$ cat src/rtl/port_prioritizer.sv
// port_prioritizer: rotating-priority scheduler mapping three requesters onto three memory ports.
// Latency: issue 1 cycle; rsp_port*_orig_id trails the issue by MEM_LATENCY cycles.
// Backpressure: stall drops req_ready and freezes issue regs and rotation. PORT_PRIO_COMPACT_EN packs ports.
module port_prioritizer #(
    parameter int WIDTH       = 8,
    parameter int MEM_LATENCY = 1
) (
    input  logic             clk,
    input  logic             rst_n,
    input  logic             req1_valid,
    input  logic [WIDTH-1:0] req1_data,
    input  logic             req2_valid,
    input  logic [WIDTH-1:0] req2_data,
    input  logic             req3_valid,
    input  logic [WIDTH-1:0] req3_data,
    input  logic             stall,
    output logic             req_ready,
    output logic             mem_port1_valid,
    output logic [WIDTH-1:0] mem_port1_data,
    output logic [1:0]       mem_port1_orig_id,
    output logic             mem_port2_valid,
    output logic [WIDTH-1:0] mem_port2_data,
    output logic [1:0]       mem_port2_orig_id,
    output logic             mem_port3_valid,
    output logic [WIDTH-1:0] mem_port3_data,
    output logic [1:0]       mem_port3_orig_id,
    output logic [1:0]       rsp_port1_orig_id,
    output logic [1:0]       rsp_port2_orig_id,
    output logic [1:0]       rsp_port3_orig_id
);

    typedef enum logic [1:0] {ROT0, ROT1, ROT2} rot_e;

    rot_e                       r_state;
    rot_e                       w_state_nxt;
    logic [2:0]                 w_req_vld;
    logic [2:0][WIDTH-1:0]      w_req_dat;
    logic                       w_accept;
    logic [2:0][1:0]            w_map;
    logic [2:0]                 w_slot_vld;
    logic [2:0][WIDTH-1:0]      w_slot_dat;
    logic [2:0][1:0]            w_slot_tag;
    logic [2:0]                 w_nxt_vld;
    logic [2:0][WIDTH-1:0]      w_nxt_dat;
    logic [2:0][1:0]            w_nxt_tag;
    logic [2:0]                 r_vld;
    logic [2:0][WIDTH-1:0]      r_dat;
    logic [2:0][1:0]            r_tag;
    logic                       r_issue_new;
    logic [MEM_LATENCY-1:0][2:0][1:0] r_rsp_pipe;

    assign w_req_vld = {req3_valid, req2_valid, req1_valid};
    assign w_req_dat = {req3_data, req2_data, req1_data};
    assign req_ready = ~stall;
    assign w_accept  = ~stall & (|w_req_vld);

    // w_map[s] is the requester index (0..2) owning priority slot s in the current rotation
    always_comb begin
        w_state_nxt = r_state;
        w_map       = {2'd2, 2'd1, 2'd0};
        case (r_state)
            ROT0: begin
                w_map = {2'd2, 2'd1, 2'd0};
                if (w_accept) w_state_nxt = ROT1;
            end
            ROT1: begin
                w_map = {2'd0, 2'd2, 2'd1};
                if (w_accept) w_state_nxt = ROT2;
            end
            ROT2: begin
                w_map = {2'd1, 2'd0, 2'd2};
                if (w_accept) w_state_nxt = ROT0;
            end
            default: w_state_nxt = ROT0;
        endcase
    end

    always_comb begin
        for (int s = 0; s < 3; s++) begin
            w_slot_vld[s] = w_req_vld[w_map[s]];
            w_slot_dat[s] = w_req_dat[w_map[s]];
            w_slot_tag[s] = w_map[s] + 2'd1;
        end
    end

`ifdef PORT_PRIO_COMPACT_EN
    logic [1:0] w_fill;

    always_comb begin
        w_nxt_vld = '0;
        w_nxt_dat = '0;
        w_nxt_tag = '0;
        w_fill    = 2'd0;
        for (int s = 0; s < 3; s++) begin
            if (w_slot_vld[s]) begin
                w_nxt_vld[w_fill] = 1'b1;
                w_nxt_dat[w_fill] = w_slot_dat[s];
                w_nxt_tag[w_fill] = w_slot_tag[s];
                w_fill            = w_fill + 2'd1;
            end
        end
    end
`else
    always_comb begin
        w_nxt_vld = '0;
        w_nxt_dat = '0;
        w_nxt_tag = '0;
        for (int s = 0; s < 3; s++) begin
            if (w_slot_vld[s]) begin
                w_nxt_vld[s] = 1'b1;
                w_nxt_dat[s] = w_slot_dat[s];
                w_nxt_tag[s] = w_slot_tag[s];
            end
        end
    end
`endif

    always_ff @(posedge clk or negedge rst_n) begin
        if (!rst_n) begin
            r_state     <= ROT0;
            r_vld       <= '0;
            r_dat       <= '0;
            r_tag       <= '0;
            r_issue_new <= 1'b0;
        end else begin
            r_state     <= w_state_nxt;
            r_issue_new <= ~stall;
            if (!stall) begin
                r_vld <= w_nxt_vld;
                r_dat <= w_nxt_dat;
                r_tag <= w_nxt_tag;
            end
        end
    end

    // Only a freshly loaded issue enters the pipe, so a held (stalled) issue is reported once
    always_ff @(posedge clk or negedge rst_n) begin
        if (!rst_n) begin
            r_rsp_pipe <= '0;
        end else begin
            r_rsp_pipe[0] <= r_issue_new ? r_tag : '0;
            for (int i = 1; i < MEM_LATENCY; i++) begin
                r_rsp_pipe[i] <= r_rsp_pipe[i-1];
            end
        end
    end

    assign mem_port1_valid   = r_vld[0];
    assign mem_port1_data    = r_dat[0];
    assign mem_port1_orig_id = r_tag[0];
    assign mem_port2_valid   = r_vld[1];
    assign mem_port2_data    = r_dat[1];
    assign mem_port2_orig_id = r_tag[1];
    assign mem_port3_valid   = r_vld[2];
    assign mem_port3_data    = r_dat[2];
    assign mem_port3_orig_id = r_tag[2];

    assign rsp_port1_orig_id = r_rsp_pipe[MEM_LATENCY-1][0];
    assign rsp_port2_orig_id = r_rsp_pipe[MEM_LATENCY-1][1];
    assign rsp_port3_orig_id = r_rsp_pipe[MEM_LATENCY-1][2];

endmodule

$ cat config.mk
export PLATFORM = sky130hd
export DESIGN_NAME = port_prioritizer
export DESIGN_NICKNAME = d
export VERILOG_FILES = /design/src/rtl/port_prioritizer.sv
export SDC_FILE = /design/constraint.sdc
export NUM_CORES = 1
export LEC_CHECK = 0
export BUFFER_PORTS_ARGS = -buffer_cell sky130_fd_sc_hd__buf_2
export CAP_MARGIN = 25
export CORE_MARGIN = 4
export CORE_UTILIZATION = 46
export DETAILED_ROUTE_END_ITERATION = 12
export GPL_TIMING_DRIVEN = 0
export HOLD_SLACK_MARGIN = 0.06
export PLACE_DENSITY = 0.75
export SYNTH_ARGS = -nofsm -noshare
export SYNTH_HDL_FRONTEND = slang
export SYNTH_SLANG_ARGS = --single-unit
$ cat constraint.sdc
create_clock -name clk -period 1.7 [get_ports clk]
set_clock_uncertainty 0.1 [all_clocks]
set_input_delay 0.085 -clock clk [delete_from_list [all_inputs] [get_ports clk]]
set_output_delay 0.085 -clock clk [all_outputs]
set_load 0.02 [all_outputs]
Word-level counts from Yosys, hierarchy flattened
Cells that the tools add are included.

storage, ports and cells
  flip-flop bits (word level) = 42
  bits of input ports = 30
  output and inout bits = 40
  word-level logic and storage cells = 55

cells by class
  $add $sub $neg = 3
  magnitude comparators = 3
  eq/ne operators = 5
  multiplexer cells = 27
  bitwise logic cells = 2
  reduce and logical (&&, ||, !) cells = 3

operator list
  operator               number
  $bmux W8 S2            3
  $mux W8                6
  $mux W2                6
  $pmux W6 S2            1
  $lt A2 B3 Y1 const B   3
  $add A2 B1 Y2 const B  3
  $bmux W1 S2            3
  $mux W1                6
  $mux W6                1
  $ne A2 B2 Y1 const B   3
  $pmux W2 S3            1
  $reduce_and A3 Y1      1
  $reduce_or A3 Y1       1
  $eq A2 B1 Y1 const B   1
  $eq A2 B2 Y1 const B   1
  $logic_not A2 Y1       1
  $and A1 B1 Y1          1
  $not A1 Y1             1

Longest topological paths before layout
Gate-level depths: netlist of run 1.

  depth after elaboration = 5
  gate-level depth with buffers = 8
  gate-level depth less buffers = 5

Worst setup path after synthesis of run 1
No wires, ideal clock.

  path kind = register to register
  start point = register r_state[1]
  end point = register r_dat, in the netlist mem_port3_data[0]
  setup time = 0.121 ns
  arrival = 1.455 ns
  required time = 1.479 ns
  slack = 0.024 ns
  cell stages (with the launch flop) = 8
  buffers on the path = 2
  path through = dfrtp_1 -> inv_1 -> ha_1 -> buf_6 -> mux2i_1 -> a211oi_2 -> buf_4 -> a22o_1

between the ends
  cells in the longest elaborated chain, start to end = 5
  elaborated cells between the ends (all ways) = 8
  classes of those cells = eq/ne: 2; mux: 6

RTL lines
  element                                                          RTL line  RTL
  start: declaration                                               34        rot_e r_state;
  start signal: assignment                                         126       r_state <= w_state_nxt;
  $eq A2 B2 Y1 / $eq A2 B1 Y1 (equally long branches)              61        case (r_state)
  $pmux W6 S2 (*)                                                  61
  $bmux W8 S2 / $bmux W1 S2 (equally long branches)                81, 80
  $mux W8 (not written as such) / $mux W1 (equally long branches)  81, 80
  $mux W8 (*)                                                      109       if (w_slot_vld[s]) begin
  end signal: assignment                                           130       r_dat <= w_nxt_dat;
  end: declaration                                                 47        logic [2:0][WIDTH-1:0] r_dat;

Every way passes the cells marked *; elsewhere a longest branch is shown, timed or not. The select of a mux whose other input is x is not followed.
A chain may end at the register's enable or synchronous reset.

Worst setup path after layout of run 1
  start point = register r_state[1]
  end point = register r_dat, in the netlist mem_port2_data[2]

The elaborated chain is that of the path after synthesis.

==> parameters.txt, run 1 <==
Parameter                              Value

Cells and area
  Number of nets in the layout ... 331
  Share of cells above drive strength 1 ... 0.520
  Count of placed standard cells in the final layout, fillers left out ... 365
  Antenna diode count ... 0
  P&R area growth vs syn ... 38.1%

Timing
  Total of endpoints with negative setup slack in the final report ... 32
  Post-route setup slack ... -0.114 ns
  Transition time at the pin with the least slew margin ... 0.581 ns
  Max-slew headroom at the worst pin ... 0.613
  Max Transition Viols Final ... 0
  Clock period minus final worst setup slack ... 1.81 ns
  Total negative slack for setup checks ... -2.46 ns
  Maximum clock rate ... 551 MHz
  Setup repair after global routing missed its margin ... true
  Final Hold Fails ... 0
  Ratio of final minimum period to clock period ... 1.07

Worst hold path
  Hold depth ... 3
  Class of the tightest hold or removal check ... input port to flip-flop
  Min-Delay Startpoint ... req2_data[0]
  Worst min-delay path endpoint ... mem_port3_data[0]$_DFFE_PN0N_

Synthesis
  Async set-or-reset flop fraction in the synthesized netlist ... 1.00
  Count of cell types in the netlist ... 33
  Portion of netlist area occupied by mux cells ... 0.126
  Post-synthesis share of cell area spent on full adders, half adders and majority gates ... 0.0216
  Post-synthesis area per instance ... 11.2 µm²
  Net count after synthesis ... 242
  Post-synthesis sequential element count ... 42
  Number of flops mapped to enable cells by yosys ... 0
  Synthesized-area fraction occupied by and/or/nand/nor cells ... 0.0911
  Share of the synthesized area in compound gates (AO/OA/AOI/OAI) ... 0.234
  Main combinational cell family by area after synthesis ... compound AO/OA/AOI/OAI gates
  Post-synthesis xor/xnor area fraction ... 0
  Post-synthesis cell count ... 208
  Synth warnings ... 0
  Top FF cell, synth ... dfrtp_1
  Area of the mapped netlist ... 2320 µm²
  Share of the yosys chip area belonging to registers ... 0.453

GRT
  Maximum number of pins on one net before global-route repair ... 43
  Via count of the first global-routing pass ... 2,071
  Remaining Overflow, GRT ... 0
  Global-route wire length before repair ... 10.1 mm
  Total global routing track utilization ... 0.209
  Antenna violations before repair ... 0

Pwr
  Power density relative to cell area ... 1950 nW/µm²
  Max VDD drop ... 0.923 mV
  Static leakage ... 1.54 nW

Routing
  Detailed Route Iter0 Violations ... 126
  Per-cell routed wire length ... 18.0 µm
  TritonRoute pass-1 iters ... 4
  Routed Antenna Nets ... 0
  WL final ... 6.59 mm
  Drc violations ... 0
  Total vias in the final route ... 2,065
  Vias per Instance ... 5.66

Outcome
  Violated checks ... setup timing
  Status ... complete, but fails checks

Floorplan
  Effective utilization at floorplan ... 0.482
  Width of the die ... 79.0 µm
  Die Y-Extent ... 79.0 µm
  Core area ... 4820 µm²
  Top-level I/O count ... 70
  Number of rows in the core area ... 25
  Area of the die ... 6250 µm²

Critical path
  Reg2Reg Capture Point ... mem_port2_data[2]$_DFFE_PN0N_
  Worst Path Max Fanout ... 10
  Category of the critical setup timing path ... flip-flop to flip-flop
  Arrival time worst endpoint ... 1.92 ns
  Reg-to-reg slack, setup ... -0.11 ns
  Type of destination of the critical path ... flip-flop
  Source of the worst register-to-register timing path ... r_state[1]$_DFFE_PN0P_
  Launching element type of the critical path ... flip-flop
  Number of cells traversed by the worst register-to-register path ... 8
  CP required ... 1.80 ns

Clock network
  Number of buffers added by the clock tree synthesis step ... 5
  Clock sink total ... 42
  Maximum count of clock buffers along a single path ... 2
  Number of levels in the clock H-tree ... 2
  Worst-path clk slew ... 0.09 ns
  CTS Root Buffer Type ... clkbuf_8
  Insertion delay of the later-clocked pin in the worst-skew pair ... 0.30 ns
  CTS tree ... built

Place
  Count of port buffers added during placement ... 68
  Half-perimeter wire length after placement ... 4.18 mm
  Cell total after placement ... 343
  GPL Wtd Cong ... 0.805

Job
  Maxcap violations ... 0
## power by group
part           leakage, nW  internal, W  switching, W  total, W
Sequential           0.549      0.00134      0.000190   0.00153
Combinational        0.941      0.00185       0.00219   0.00405
Clock               0.0472     0.000327      0.000353  0.000680
## critical path, cell delays in order (launching register included)
cell and delay, ns:
dfrtp_1 0.40, inv_2 0.08, ha_4 0.16, buf_8 0.14, buf_12 0.15, buf_6 0.15
nor3b_1 0.27, a21oi_2 0.08, o31ai_2 0.19
## state kept, by name (all words and copies together) (netlist names)
signal and count:
r_vld 3, mem_port1_data 8, mem_port3_data 8, mem_port2_orig_id 2
mem_port3_orig_id 2, mem_port1_orig_id 2, rsp_port1_orig_id 2, r_issue_new 1
mem_port2_data 8, rsp_port3_orig_id 2, r_state 2, rsp_port2_orig_id 2
## per-stage QoR
stage	setup WS [ns]	hold slack, ns	util	total power [W]	instance area [µm²]
after floorplan	0.0235	-0.311	-	0.00386	2320
after global placement	-0.196	0.166	0.570	0.00464	2750
after detailed placement	-0.224	0.175	0.570	0.00469	2750
after CTS	-0.104	0.0602	0.628	0.00577	3030
after global routing	-0.223	0.0681	0.665	0.00660	3210
final	-0.114	0.0563	0.665	0.00626	3210
## cell usage after synthesis, drive strengths merged, types with 4 or more instances
cell,count,share of area
buf,13,0.052
a21oi,6,0.016
mux2i,13,0.056
clkbuf,7,0.011
o2bb2ai,8,0.030
nor3b,5,0.018
mux2,14,0.070
nand2,26,0.042
ha,4,0.022
and2,7,0.019
o31ai,20,0.080
o22a,4,0.015
a22o,10,0.038
a22oi,8,0.026
inv,7,0.011
dfrtp,42,0.45
## worst max path at each step
| stage | start | to | slack [ns] |
|---|---|---|---|
| final | r_state[1]$_DFFE_PN0P_ | mem_port2_data[2]$_DFFE_PN0N_ | -0.11 |
| after global routing | r_state[0]$_DFFE_PN0P_ | mem_port3_orig_id[1]$_DFFE_PN0N_ | -0.22 |
| after CTS | r_state[1]$_DFFE_PN0P_ | mem_port1_data[7]$_DFFE_PN0N_ | -0.10 |
| after detailed placement | r_state[0]$_DFFE_PN0P_ | mem_port1_data[3]$_DFFE_PN0N_ | -0.22 |
| after floorplan | r_state[1]$_DFFE_PN0P_ | mem_port3_data[0]$_DFFE_PN0N_ | 0.02 |
| after global placement | r_state[0]$_DFFE_PN0P_ | mem_port3_data[4]$_DFFE_PN0N_ | -0.20 |
## cells in the final DEF (no fill, tap or decap), types with 8 or more instances in the layout
| cell | n |
|---|---|
| a22o_1 | 10 |
| nand2_1 | 26 |
| buf_4 | 10 |
| buf_2 | 70 |
| o2bb2ai_1 | 8 |
| dfrtp_1 | 42 |
| mux2i_1 | 12 |
| mux2_2 | 10 |
| o31ai_2 | 13 |
## area by class of cell
type | instances | area, µm²
clock inverter | 2 | 12.5
sequential | 42 | 1050
fill | 404 | 1610
clock buffer | 6 | 82.6
tap | 67 | 83.8
multi-input combinational | 139 | 1270
timing repair buffer | 84 | 508
inverter | 7 | 26.3
buffer | 18 | 169
## kinds of logic after synthesis
family                     count (synthesis)
AOI/OAI and AO/OA                         65
and+or+nand+nor                           43
DFF                                       42
buffers and inverters                     27
muxes                                     27
adders and majority gates                  4
## layer usage
metal | track usage | vias to the layer above | part of all wire
met2 | 0.335 | 87 | 0.48
met4 | 0.0808 | 0 | 0.033
li1 | - | 940 | -
met3 | 0.0510 | 24 | 0.066
met5 | 0 | - | 0
met1 | 0.274 | 1014 | 0.42
## what timing repair did
action | 4_1_cts | 5_1_grt
endpoints found under the hold margin | 45 | 0
endpoints found under the setup margin | 32 | 33
hold buffers | 4 | 0
pin swaps | 2 | 13
setup buffers | 5 | 2
gates resized for setup | 28 | 29
gates cloned | 3 | 1
Note: power is estimated with default switching activity, not from simulation.
==> inputs of run 2 (changes only) <==
--- a/config.mk
+++ b/config.mk
@@ -7,12 +7,14 @@
 export LEC_CHECK = 0
 export BUFFER_PORTS_ARGS = -buffer_cell sky130_fd_sc_hd__buf_2
 export CAP_MARGIN = 25
+export CELL_PAD_IN_SITES_DETAIL_PLACEMENT = 1
+export CELL_PAD_IN_SITES_GLOBAL_PLACEMENT = 2
 export CORE_MARGIN = 4
-export CORE_UTILIZATION = 46
+export CORE_UTILIZATION = 29
 export DETAILED_ROUTE_END_ITERATION = 12
 export GPL_TIMING_DRIVEN = 0
 export HOLD_SLACK_MARGIN = 0.06
-export PLACE_DENSITY = 0.75
+export PLACE_DENSITY_LB_ADDON = 0.1
 export SYNTH_ARGS = -nofsm -noshare
 export SYNTH_HDL_FRONTEND = slang
 export SYNTH_SLANG_ARGS = --single-unit
==> parameters.txt, run 2 (same netlist as run 1, synthesis figures left out) <==
Parameter                              Value

Pwr
  Power density relative to cell area ... 1980 nW/µm²
  Switching part of the total ... 0.433
  Clock share of power ... 0.133
  Internal power consumption ... 0.00364 W
  Static leakage ... 1.54 nW
  Sequential share of power ... 0.238
  Logic gate share of total power ... 0.629
  Switching power of the nets ... 0.00278 W
  Final total power ... 0.00642 W
  Max VDD drop ... 0.783 mV

Timing
  Ratio of final minimum period to clock period ... 1.07
  Max Transition Viols Final ... 0
  Clock period minus final worst setup slack ... 1.81 ns
  Max-slew headroom at the worst pin ... 0.580
  Post-route setup slack ... -0.112 ns
  Transition time at the pin with the least slew margin ... 0.629 ns
  Total negative slack for setup checks ... -2.83 ns
  Maximum clock rate ... 552 MHz
  Final Hold Fails ... 0
  Total of endpoints with negative setup slack in the final report ... 33
  Setup repair after global routing missed its margin ... true

Routing
  Vias per Instance ... 5.03
  Drc violations ... 0
  Total vias in the final route ... 2,023
  Per-cell routed wire length ... 18.8 µm
  TritonRoute pass-1 iters ... 4
  Routed Antenna Nets ... 0
  Detailed Route Iter0 Violations ... 55
  WL final ... 7.57 mm

Critical path
  Reg-to-reg slack, setup ... -0.11 ns
  Launch point of the worst path ... r_state[0]$_DFFE_PN0P_
  Category of the critical setup timing path ... flip-flop to flip-flop
  Critical path endpoint ... mem_port1_data[5]$_DFFE_PN0N_
  Worst Path Max Fanout ... 7
  Reg2Reg Capture Point ... mem_port1_data[5]$_DFFE_PN0N_
  CP max-delay cell ... dfrtp_1
  Source of the worst register-to-register timing path ... r_state[0]$_DFFE_PN0P_
  Arrival time worst endpoint ... 1.88 ns
  Launching element type of the critical path ... flip-flop
  Number of cells traversed by the worst register-to-register path ... 7
  Type of destination of the critical path ... flip-flop
  Largest stage delay, worst path ... 0.40 ns
  Cell-by-cell listing of the critical path ... buf_4, ha_4, buf_8, mux2_4, a21oi_4, buf_6, o31ai_1
  CP required ... 1.77 ns

Outcome
  Violated checks ... setup timing
  Status ... complete, but fails checks

Floorplan
  Top-level I/O count ... 70
  Area of the die ... 9500 µm²
  Width of the die ... 97.5 µm
  Die Y-Extent ... 97.5 µm
  Number of rows in the core area ... 32
  Effective utilization at floorplan ... 0.299
  Core area ... 7770 µm²

Place
  Half-perimeter wire length after placement ... 5.33 mm
  Minimum setup slack after placement ... -0.339 ns
  Cell total after placement ... 378
  GPL Wtd Cong ... 0.796
  Count of port buffers added during placement ... 68

GRT
  Total global routing track utilization ... 0.159
  Via count of the first global-routing pass ... 2,182
  Antenna violations before repair ... 0
  Global-route wire length before repair ... 12.0 mm
  Remaining Overflow, GRT ... 0
  Maximum number of pins on one net before global-route repair ... 43

Cells and area
  Share of cells above drive strength 1 ... 0.490
  Commonest non-fill, non-tap cells in the layout ... buf_2 (70), dfrtp_1 (42), nand2_1 (26), mux2i_1 (12), mux2_2 (12)
  Number of nets in the layout ... 333
  Most common cell after layout, fill and taps aside ... buf_2
  Core occupancy in the finished layout ... 0.418
  P&R area growth vs syn ... 39.9%
  Filler Cell Count ... 884
  Count of placed standard cells in the final layout, fillers left out ... 402
  Antenna diode count ... 0

Clock network
  Clock sink total ... 42
  Insertion delay of the later-clocked pin in the worst-skew pair ... 0.30 ns
  Worst-path clk slew ... 0.09 ns
  Number of levels in the clock H-tree ... 2
  Number of buffers added by the clock tree synthesis step ... 5
  CTS Root Buffer Type ... clkbuf_8
  Maximum count of clock buffers along a single path ... 2
  CTS tree ... built

Job
  Maxcap violations ... 0

Worst hold path
  Class of the tightest hold or removal check ... input port to flip-flop
==> run 2: cell types whose count changed in the layout (fill, tap and decap cells not counted), moves of 2 or more <==
cell     previous run  this run
o31ai_2            13        11
o31ai_1             6         9
mux2_2             10        12
buf_8               1         4
mux2_4              4         2
a22oi_1             1         4
a22oi_2             7         4
o21ai_2             2         0
buf_4              10         7
o21ai_1             0         2
==> run 2: through the flow <==
step,hold WS (ns),area [µm²]
6_report,0.0697,3250
5_1_grt,0.0883,3250
4_1_cts,0.0651,3110
3_5_place_dp,0.208,2790
3_3_place_gp,0.212,2790
2_1_floorplan,-0.311,2320
==> run 2: how the worst min path moves through the flow <==
stage,cells after the start,from,endpoint,slack (ns)
after floorplan,0,rst_n,mem_port1_data[0]$_DFFE_PN0N_,-0.31
after global placement,1,rst_n,rsp_port1_orig_id[0]$_DFF_PN0_,0.21
after detailed placement,1,rst_n,rsp_port1_orig_id[1]$_DFF_PN0_,0.21
after CTS,3,req2_data[2],mem_port3_data[2]$_DFFE_PN0N_,0.07
after global routing,3,req2_data[5],mem_port3_data[5]$_DFFE_PN0N_,0.09
final,3,req2_data[7],mem_port3_data[7]$_DFFE_PN0N_,0.07
==> run 2: cell type report <==
type | count | area [µm²] | area share
Clock inverter | 3 | 48.8 | 0.0150
Buffer | 19 | 184 | 0.0566
Multi-Input combinational cell | 139 | 1220 | 0.375
Timing Repair Buffer | 85 | 522 | 0.161
Sequential cell | 42 | 1050 | 0.324
Clock buffer | 5 | 68.8 | 0.0212
Inverter | 7 | 26.3 | 0.00809
Tap cell | 102 | 128 | 0.0393
==> run 2: what timing repair did <==
action,CTS,global route
endpoints found under the hold margin,45,3
gates cloned,4,1
hold buffers,4,1
setup endpoints to repair,33,33
setup buffers,6,1
pin swaps,4,3
gates resized for setup,30,17
==> run 2: per-layer routing <==
layer  global-route usage  routed length, µm  share of wire
met3               0.0287                237          0.031
met2                0.268               3710           0.49
met1                0.215               3580           0.47
met4               0.0319                 49         0.0065
met5                    0                  0              0
==> run 2: power groups by stage <==
stage               Sequential, W  Combinational (W)  Clock, W
floorplan                 0.00193            0.00192         0
global placement          0.00156            0.00325         0
detailed placement        0.00156            0.00327         0
CTS                       0.00154            0.00381  0.000878
global route              0.00158            0.00433  0.000924
finish                    0.00153            0.00404  0.000852
==> run 2: worst max-delay path: cells and delay by family, from the launching register on <==
| family | cells | cell delay (ns) |
|---|---|---|
| muxes | 1 | 0.31 |
| AOI/OAI and AO/OA | 2 | 0.28 |
| DFF | 1 | 0.40 |
| adders and majority gates | 1 | 0.15 |
| buffers and inverters | 3 | 0.44 |
